## src/rtl/pipe_pkg.sv

```systemverilog
// Shared types for the pipeline-stage registers: per-boundary control/data
// payload structs, their bubble constants and the stage occupancy encoding.
package pipe_pkg;

  typedef enum logic [1:0] {
    ST_EMPTY = 2'd0,
    ST_ONE   = 2'd1,
    ST_FULL  = 2'd2
  } stage_state_t;

  // ID/EX boundary
  typedef struct packed {
    logic       reg_write;
    logic [1:0] result_src;
    logic       mem_write;
    logic       jump;
    logic       branch;
    logic       alu_src;
    logic [2:0] alu_control;
  } id_ex_ctrl_t;

  typedef struct packed {
    logic [31:0] rd1;
    logic [31:0] rd2;
    logic [31:0] pc;
    logic [31:0] imm;
    logic [31:0] pc_plus4;
    logic [4:0]  rs1;
    logic [4:0]  rs2;
    logic [4:0]  rd;
  } id_ex_data_t;

  localparam int          ID_EX_CTRL_W      = $bits(id_ex_ctrl_t);
  localparam int          ID_EX_DATA_W      = $bits(id_ex_data_t);
  localparam id_ex_ctrl_t ID_EX_CTRL_BUBBLE = '0;

  // EX/MEM boundary
  typedef struct packed {
    logic       reg_write;
    logic [1:0] result_src;
    logic       mem_write;
  } ex_mem_ctrl_t;

  typedef struct packed {
    logic [31:0] alu_result;
    logic [31:0] write_data;
    logic [31:0] pc_plus4;
    logic [4:0]  rd;
  } ex_mem_data_t;

  localparam int           EX_MEM_CTRL_W      = $bits(ex_mem_ctrl_t);
  localparam int           EX_MEM_DATA_W      = $bits(ex_mem_data_t);
  localparam ex_mem_ctrl_t EX_MEM_CTRL_BUBBLE = '0;

  // MEM/WB boundary
  typedef struct packed {
    logic       reg_write;
    logic [1:0] result_src;
  } mem_wb_ctrl_t;

  typedef struct packed {
    logic [31:0] alu_result;
    logic [31:0] read_data;
    logic [31:0] pc_plus4;
    logic [4:0]  rd;
  } mem_wb_data_t;

  localparam int           MEM_WB_CTRL_W      = $bits(mem_wb_ctrl_t);
  localparam int           MEM_WB_DATA_W      = $bits(mem_wb_data_t);
  localparam mem_wb_ctrl_t MEM_WB_CTRL_BUBBLE = '0;

  function automatic logic [1:0] occupancy_of(input stage_state_t s);
    case (s)
      ST_ONE:  return 2'd1;
      ST_FULL: return 2'd2;
      default: return 2'd0;
    endcase
  endfunction

endpackage

```

## src/rtl/pipe_stage_skid_sat_counter.sv

```systemverilog
// Saturating event counter: counts up on inc and sticks at all-ones.
module sat_counter #(
  parameter int W = 16
) (
  input  logic         clk,
  input  logic         reset,
  input  logic         inc,
  output logic [W-1:0] count
);

  always_ff @(posedge clk) begin
    if (reset) begin
      count <= '0;
    end else if (inc && (count != {W{1'b1}})) begin
      count <= count + {{(W-1){1'b0}}, 1'b1};
    end
  end

endmodule

```

## src/rtl/pipe_stage_skid.sv

```systemverilog
// Generic pipeline-stage register with valid/ready handshake, flush-to-bubble,
// optional 2-entry skid buffer and saturating stall/flush counters.
module pipe_stage_skid
  import pipe_pkg::*;
#(
  parameter int                DATA_W      = ID_EX_DATA_W,
  parameter int                CTRL_W      = ID_EX_CTRL_W,
  parameter logic [CTRL_W-1:0] CTRL_BUBBLE = '0,
  parameter int                SKID        = 1,
  parameter int                CNT_W       = 16
) (
  input  logic              clk,
  input  logic              reset,
  input  logic              flush,
  input  logic              in_valid,
  output logic              in_ready,
  input  logic [DATA_W-1:0] in_data,
  input  logic [CTRL_W-1:0] in_ctrl,
  output logic              out_valid,
  input  logic              out_ready,
  output logic [DATA_W-1:0] out_data,
  output logic [CTRL_W-1:0] out_ctrl,
  output logic [1:0]        occupancy,
  output logic [CNT_W-1:0]  stall_cnt,
  output logic [CNT_W-1:0]  flush_cnt
);

  localparam bit SKID_EN = (SKID != 0);

  stage_state_t      state;
  logic              m_valid;
  logic [DATA_W-1:0] m_data;
  logic [CTRL_W-1:0] m_ctrl;
  logic [DATA_W-1:0] s_data;
  logic [CTRL_W-1:0] s_ctrl;
  logic              ready_q;
  logic              in_xfer;
  logic              out_xfer;
  logic              stall_inc;

  // With the skid buffer, in_ready is a flop mirroring "S is free", which
  // breaks the out_ready -> in_ready path; without it we fall back to the
  // classic combinational pass-through.
  assign in_ready  = SKID_EN ? ready_q : (out_ready | ~m_valid);
  assign in_xfer   = in_valid & in_ready;
  assign out_xfer  = m_valid & out_ready;
  assign out_valid = m_valid;
  assign out_data  = m_data;
  assign out_ctrl  = m_ctrl;
  assign occupancy = occupancy_of(state);
  assign stall_inc = m_valid & ~out_ready & ~flush;

  // M_ctrl is reloaded with the bubble whenever M empties, so out_ctrl
  // shows a bubble without any output gating.
  always_ff @(posedge clk) begin
    if (reset) begin
      state   <= ST_EMPTY;
      m_valid <= 1'b0;
      m_data  <= '0;
      m_ctrl  <= CTRL_BUBBLE;
      s_data  <= '0;
      s_ctrl  <= CTRL_BUBBLE;
      ready_q <= 1'b1;
    end else if (flush) begin
      state   <= ST_EMPTY;
      m_valid <= 1'b0;
      m_data  <= in_data;
      m_ctrl  <= CTRL_BUBBLE;
      s_ctrl  <= CTRL_BUBBLE;
      ready_q <= 1'b1;
    end else begin
      case (state)
        ST_EMPTY: begin
          if (in_xfer) begin
            state   <= ST_ONE;
            m_valid <= 1'b1;
            m_data  <= in_data;
            m_ctrl  <= in_ctrl;
          end
        end
        ST_ONE: begin
          if (in_xfer && (out_xfer || !SKID_EN)) begin
            m_data <= in_data;
            m_ctrl <= in_ctrl;
          end else if (in_xfer) begin
            state   <= ST_FULL;
            s_data  <= in_data;
            s_ctrl  <= in_ctrl;
            ready_q <= 1'b0;
          end else if (out_xfer) begin
            state   <= ST_EMPTY;
            m_valid <= 1'b0;
            m_ctrl  <= CTRL_BUBBLE;
          end
        end
        ST_FULL: begin
          if (out_xfer) begin
            state   <= ST_ONE;
            m_data  <= s_data;
            m_ctrl  <= s_ctrl;
            s_ctrl  <= CTRL_BUBBLE;
            ready_q <= 1'b1;
          end
        end
        default: begin
          state   <= ST_EMPTY;
          m_valid <= 1'b0;
          m_ctrl  <= CTRL_BUBBLE;
          ready_q <= 1'b1;
        end
      endcase
    end
  end

  sat_counter #(.W(CNT_W)) u_stall_cnt (
    .clk   (clk),
    .reset (reset),
    .inc   (stall_inc),
    .count (stall_cnt)
  );

  sat_counter #(.W(CNT_W)) u_flush_cnt (
    .clk   (clk),
    .reset (reset),
    .inc   (flush),
    .count (flush_cnt)
  );

endmodule
```

## config.mk

```make
export PLATFORM = sky130hd
export DESIGN_NAME = pipe_stage_skid
export DESIGN_NICKNAME = d
export VERILOG_FILES = /design/src/rtl/pipe_pkg.sv /design/src/rtl/pipe_stage_skid_sat_counter.sv /design/src/rtl/pipe_stage_skid.sv
export SDC_FILE = /design/constraint.sdc
export NUM_CORES = 1
export LEC_CHECK = 0
export ABC_CLOCK_PERIOD_IN_PS = 2500
export CORE_ASPECT_RATIO = 0.6
export CORE_UTILIZATION = 51
export CTS_BUF_LIST = sky130_fd_sc_hd__clkbuf_8
export CTS_CLUSTER_SIZE = 8
export DETAILED_ROUTE_END_ITERATION = 16
export PLACE_DENSITY = 0.82
export SYNTH_ARGS = -nofsm -noshare
export SYNTH_HDL_FRONTEND = slang
export SYNTH_SLANG_ARGS = --single-unit
```

## constraint.sdc

```tcl
create_clock -name clk -period 2.5 [get_ports clk]
set_input_delay 0.5 -clock clk [delete_from_list [all_inputs] [get_ports clk]]
set_output_delay 0.5 -clock clk [all_outputs]
set_load 0.03 [all_outputs]
```

==> results by group <==
Outcome
  • Status: finished clean

Layout
  • Layout Cells excl Fill: 2,844
  • Share of layout cells above drive strength 1: 7.00%
  • Synth-to-Final Area Change: 32.8%
  • Fill count: 2,473
  • Design Area, Final: around 0.022 sq mm
  • Antenna Cells: 0
  • Layout Nets: 2,603

Route
  • DRT Wirelength: 51,400 microns
  • Via-per-instance ratio: between 5 and 6
  • Vias post-DR: about 17,000
  • TritonRoute pass-1 iters: 7
  • Initial DRC count: 1,574
  • DRC: 0
  • Final ANT Viol Nets: 0
  • Wire per inst: 18.1 microns

Clock network
  • CTS root buf: clkbuf_8
  • Worst-Skew Late Latency: 0.60 ns
  • Htree depth: 2
  • Clk slew on worst S/H paths: about 0.060 ns
  • Clk sinks: 406
  • Clock buffer count from CTS: 59
  • TritonCTS clock tree: yes
  • Hold Buf Count CTS: 0
  • Longest Clk Path Bufs: 3

Flow run
  • Max_cap viols: 0

Logic synthesis
  • Number of synthesized flops with an enable pin: 0
  • Number of distinct library cells after synthesis: 56
  • Post-Syn Nets: 2,269
  • Syn Area/Cell: 7.98 sq um
  • Warnings, synthesis: 0
  • Syn Inst Count: 2,077
  • Most used DFF post-synth: dfxtp_1
  • Cell Area, Synth: 0.0166 sq mm
  • #FFs+latches synth: about 410
  • Seq/Total Area, Yosys: 49.0%
  • Asr flop ratio synth: 0%

GRT
  • GRT overflow: 0
  • Initial antenna violation count: 0
  • Total track usage: 29.4%
  • First-pass GRT wire length: 80,500 microns
  • Pin count of the biggest net entering global routing: 133
  • Number of global-route vias before repair: 15,600

Setup path
  • WP data arrival: 1.89 ns
  • WP buf/inv: 2
  • Worst EP required: 2.00 ns
  • CP Capture Type: primary output
  • Worst path cell trace: nand2b_4, inv_1, clkdlybuf4s50_1
  • Top delay family on crit path: buffers and inverters
  • Reg2reg start: u_flush_cnt.count[0]$_SDFFE_PP0P_
  • CP Class: reg2out
  • Worst path max stage delay: 0.67 ns
  • Worst Setup SP: state[1]$_SDFFE_PP0P_
  • Nature of the critical path startpoint: register
  • Critical-path top delay cell: clkdlybuf4s50_1
  • Crit path max fanout: 10

Placed design
  • I/O Buffers: between 400 and 500
  • HPWL Detailed: between 30,000 and 40,000 microns
  • Pre-CTS setup slack: -0.0681 ns
  • Placed Area: 0.0210 sq mm
  • # placed instances: about 2,800
  • Gp weighted congestion: 0.878

Timing
  • Final WS setup: 0.113 ns
  • Final hold slack: about 0.28 ns
  • Post-route clock skew: between 0.02 and 0.025 ns
  • Worst rel slew slack: between 50% and 60%
  • Final min period: between 2 and 2.5 ns
  • RSZ-0062 raised after global routing: false
  • Final Max Slew Viols: 0
  • Fmax: 419 MHz
  • Setup-failing EPs final: 0
  • Final hold violations: 0
  • Fin crit share: between 90% and 100%
  • Worst-margin pin slew: 0.726 ns

Pwr
  • VDD IR max: ~490 uV
  • Pleak: 7.55 nW
  • PwrDens: 634 mW/mm^2
  • Pwr Total: 14.0 mW

Min path
  • Worst hold path type: in2reg
  • Hold Startpoint: reset

Floorplanning
  • Die Y: 142 microns
  • # IOs: roughly 400
  • Placeable Area: 0.0316 sq mm
  • Die X: approximately 230 microns
  • Die ar.: between 0.03 and 0.04 sq mm
  • Core Rows: 50
  • Starting Density: 52.5%
## layout make-up
type	instances	area [sq um]	area share, %
Sequential cell	406	8130	36.9
Multi-Input combinational cell	1461	7540	34.3
Timing Repair Buffer	465	4780	21.7
Clock buffer	65	895	4.06
Tap cell	416	520	2.36
Clock inverter	13	76.3	0.347
Inverter	18	67.6	0.307
## synthesized netlist by cell type (all sizes together), types with 4 or more instances
master  instances  share of area (%)
nand2         545                 12
dfxtp         406                 49
nor2          212                4.8
a21oi         197                5.9
o21ai         182                5.5
a311oi        176                9.7
clkbuf        103                2.3
buf            89                2.9
nand3          20               0.60
inv            18               0.41
nor2b          12               0.45
mux2           11               0.75
or2            11               0.41
a222oi         10               0.60
nor3           10               0.36
nand4           9               0.38
nor4            8               0.43
a31oi           6               0.23
o21a            5               0.23
mux2i           4               0.24
or4             4               0.18
## cell usage in the layout (no fill, tap or decap), types with 28 or more instances in the layout
cell type          n
clkbuf_8          65
o21ai_0          182
clkdlybuf4s50_1  407
nor2_1           211
buf_4             35
nand2_1          545
inv_1             28
a21oi_1          197
a311oi_1         166
dfxtp_1          404
## registers in the layout, summed over array words and instances (netlist names)
name and count:
out_valid 1, s_data 175, u_stall_cnt.count 16, out_data 175
out_ctrl 10, state 2, u_flush_cnt.count 16, in_ready 1
s_ctrl 10
## path summary, 6_finish.rpt
path | to | slack, ns | depth (start not counted)
hold / removal | s_data[162]$_SDFFE_PP0P_ | 0.28 | 2
hold reg to reg | s_data[140]$_SDFFE_PP0P_ | 0.45 | 2
setup reg to reg | u_flush_cnt.count[14]$_SDFFE_PP0P_ | 0.27 | 5
setup / recovery | occupancy[1] | 0.11 | 3
## cell families (layout without fill, tap and decap cells)
| logic type | Yosys count | after routing | share of synthesized area, % |
|---|---|---|---|
| xor gates and xnor gates | 1 | 1 | 0.0528 |
| muxes | 15 | 15 | 0.988 |
| buffers and inverters | 210 | 561 | 5.66 |
| DFF | 406 | 406 | 49.0 |
| AOI/OAI and AO/OA | 597 | 597 | 23.4 |
| adders and majority gates | 2 | 2 | 0.151 |
| and+or+nand+nor | 846 | 846 | 20.8 |
## per-layer routing
layer  vias up  GRT usage (%)  share of wire, %
li1       7879              -                 -
met1      7827           38.1                42
met2       688           47.5                46
met3       113           7.04               8.2
met4         0           11.6               3.2
met5         -              0                 0
## power by group
group | internal, mW | switching [mW] | total (mW)
combinational | 0.962 | 1.28 | 2.24
sequential | 6.76 | 0.170 | 6.93
clock | 2.40 | 2.38 | 4.79
total | 10.1 | 3.83 | 14.0
## per-stage QoR
stage / utilization, % / TNS [ns]
after floorplan: - / 0
after detailed placement: 66.6 / -0.611
after CTS: 69.7 / 0
after global routing: 69.7 / 0
final: 69.7 / 0
after global placement: 66.6 / 0
## what timing repair did
action,CTS,global route
setup buffers,1,0
setup endpoints to repair,2,0
gates resized for setup,3,0
Power figures use the tool's default switching activity.
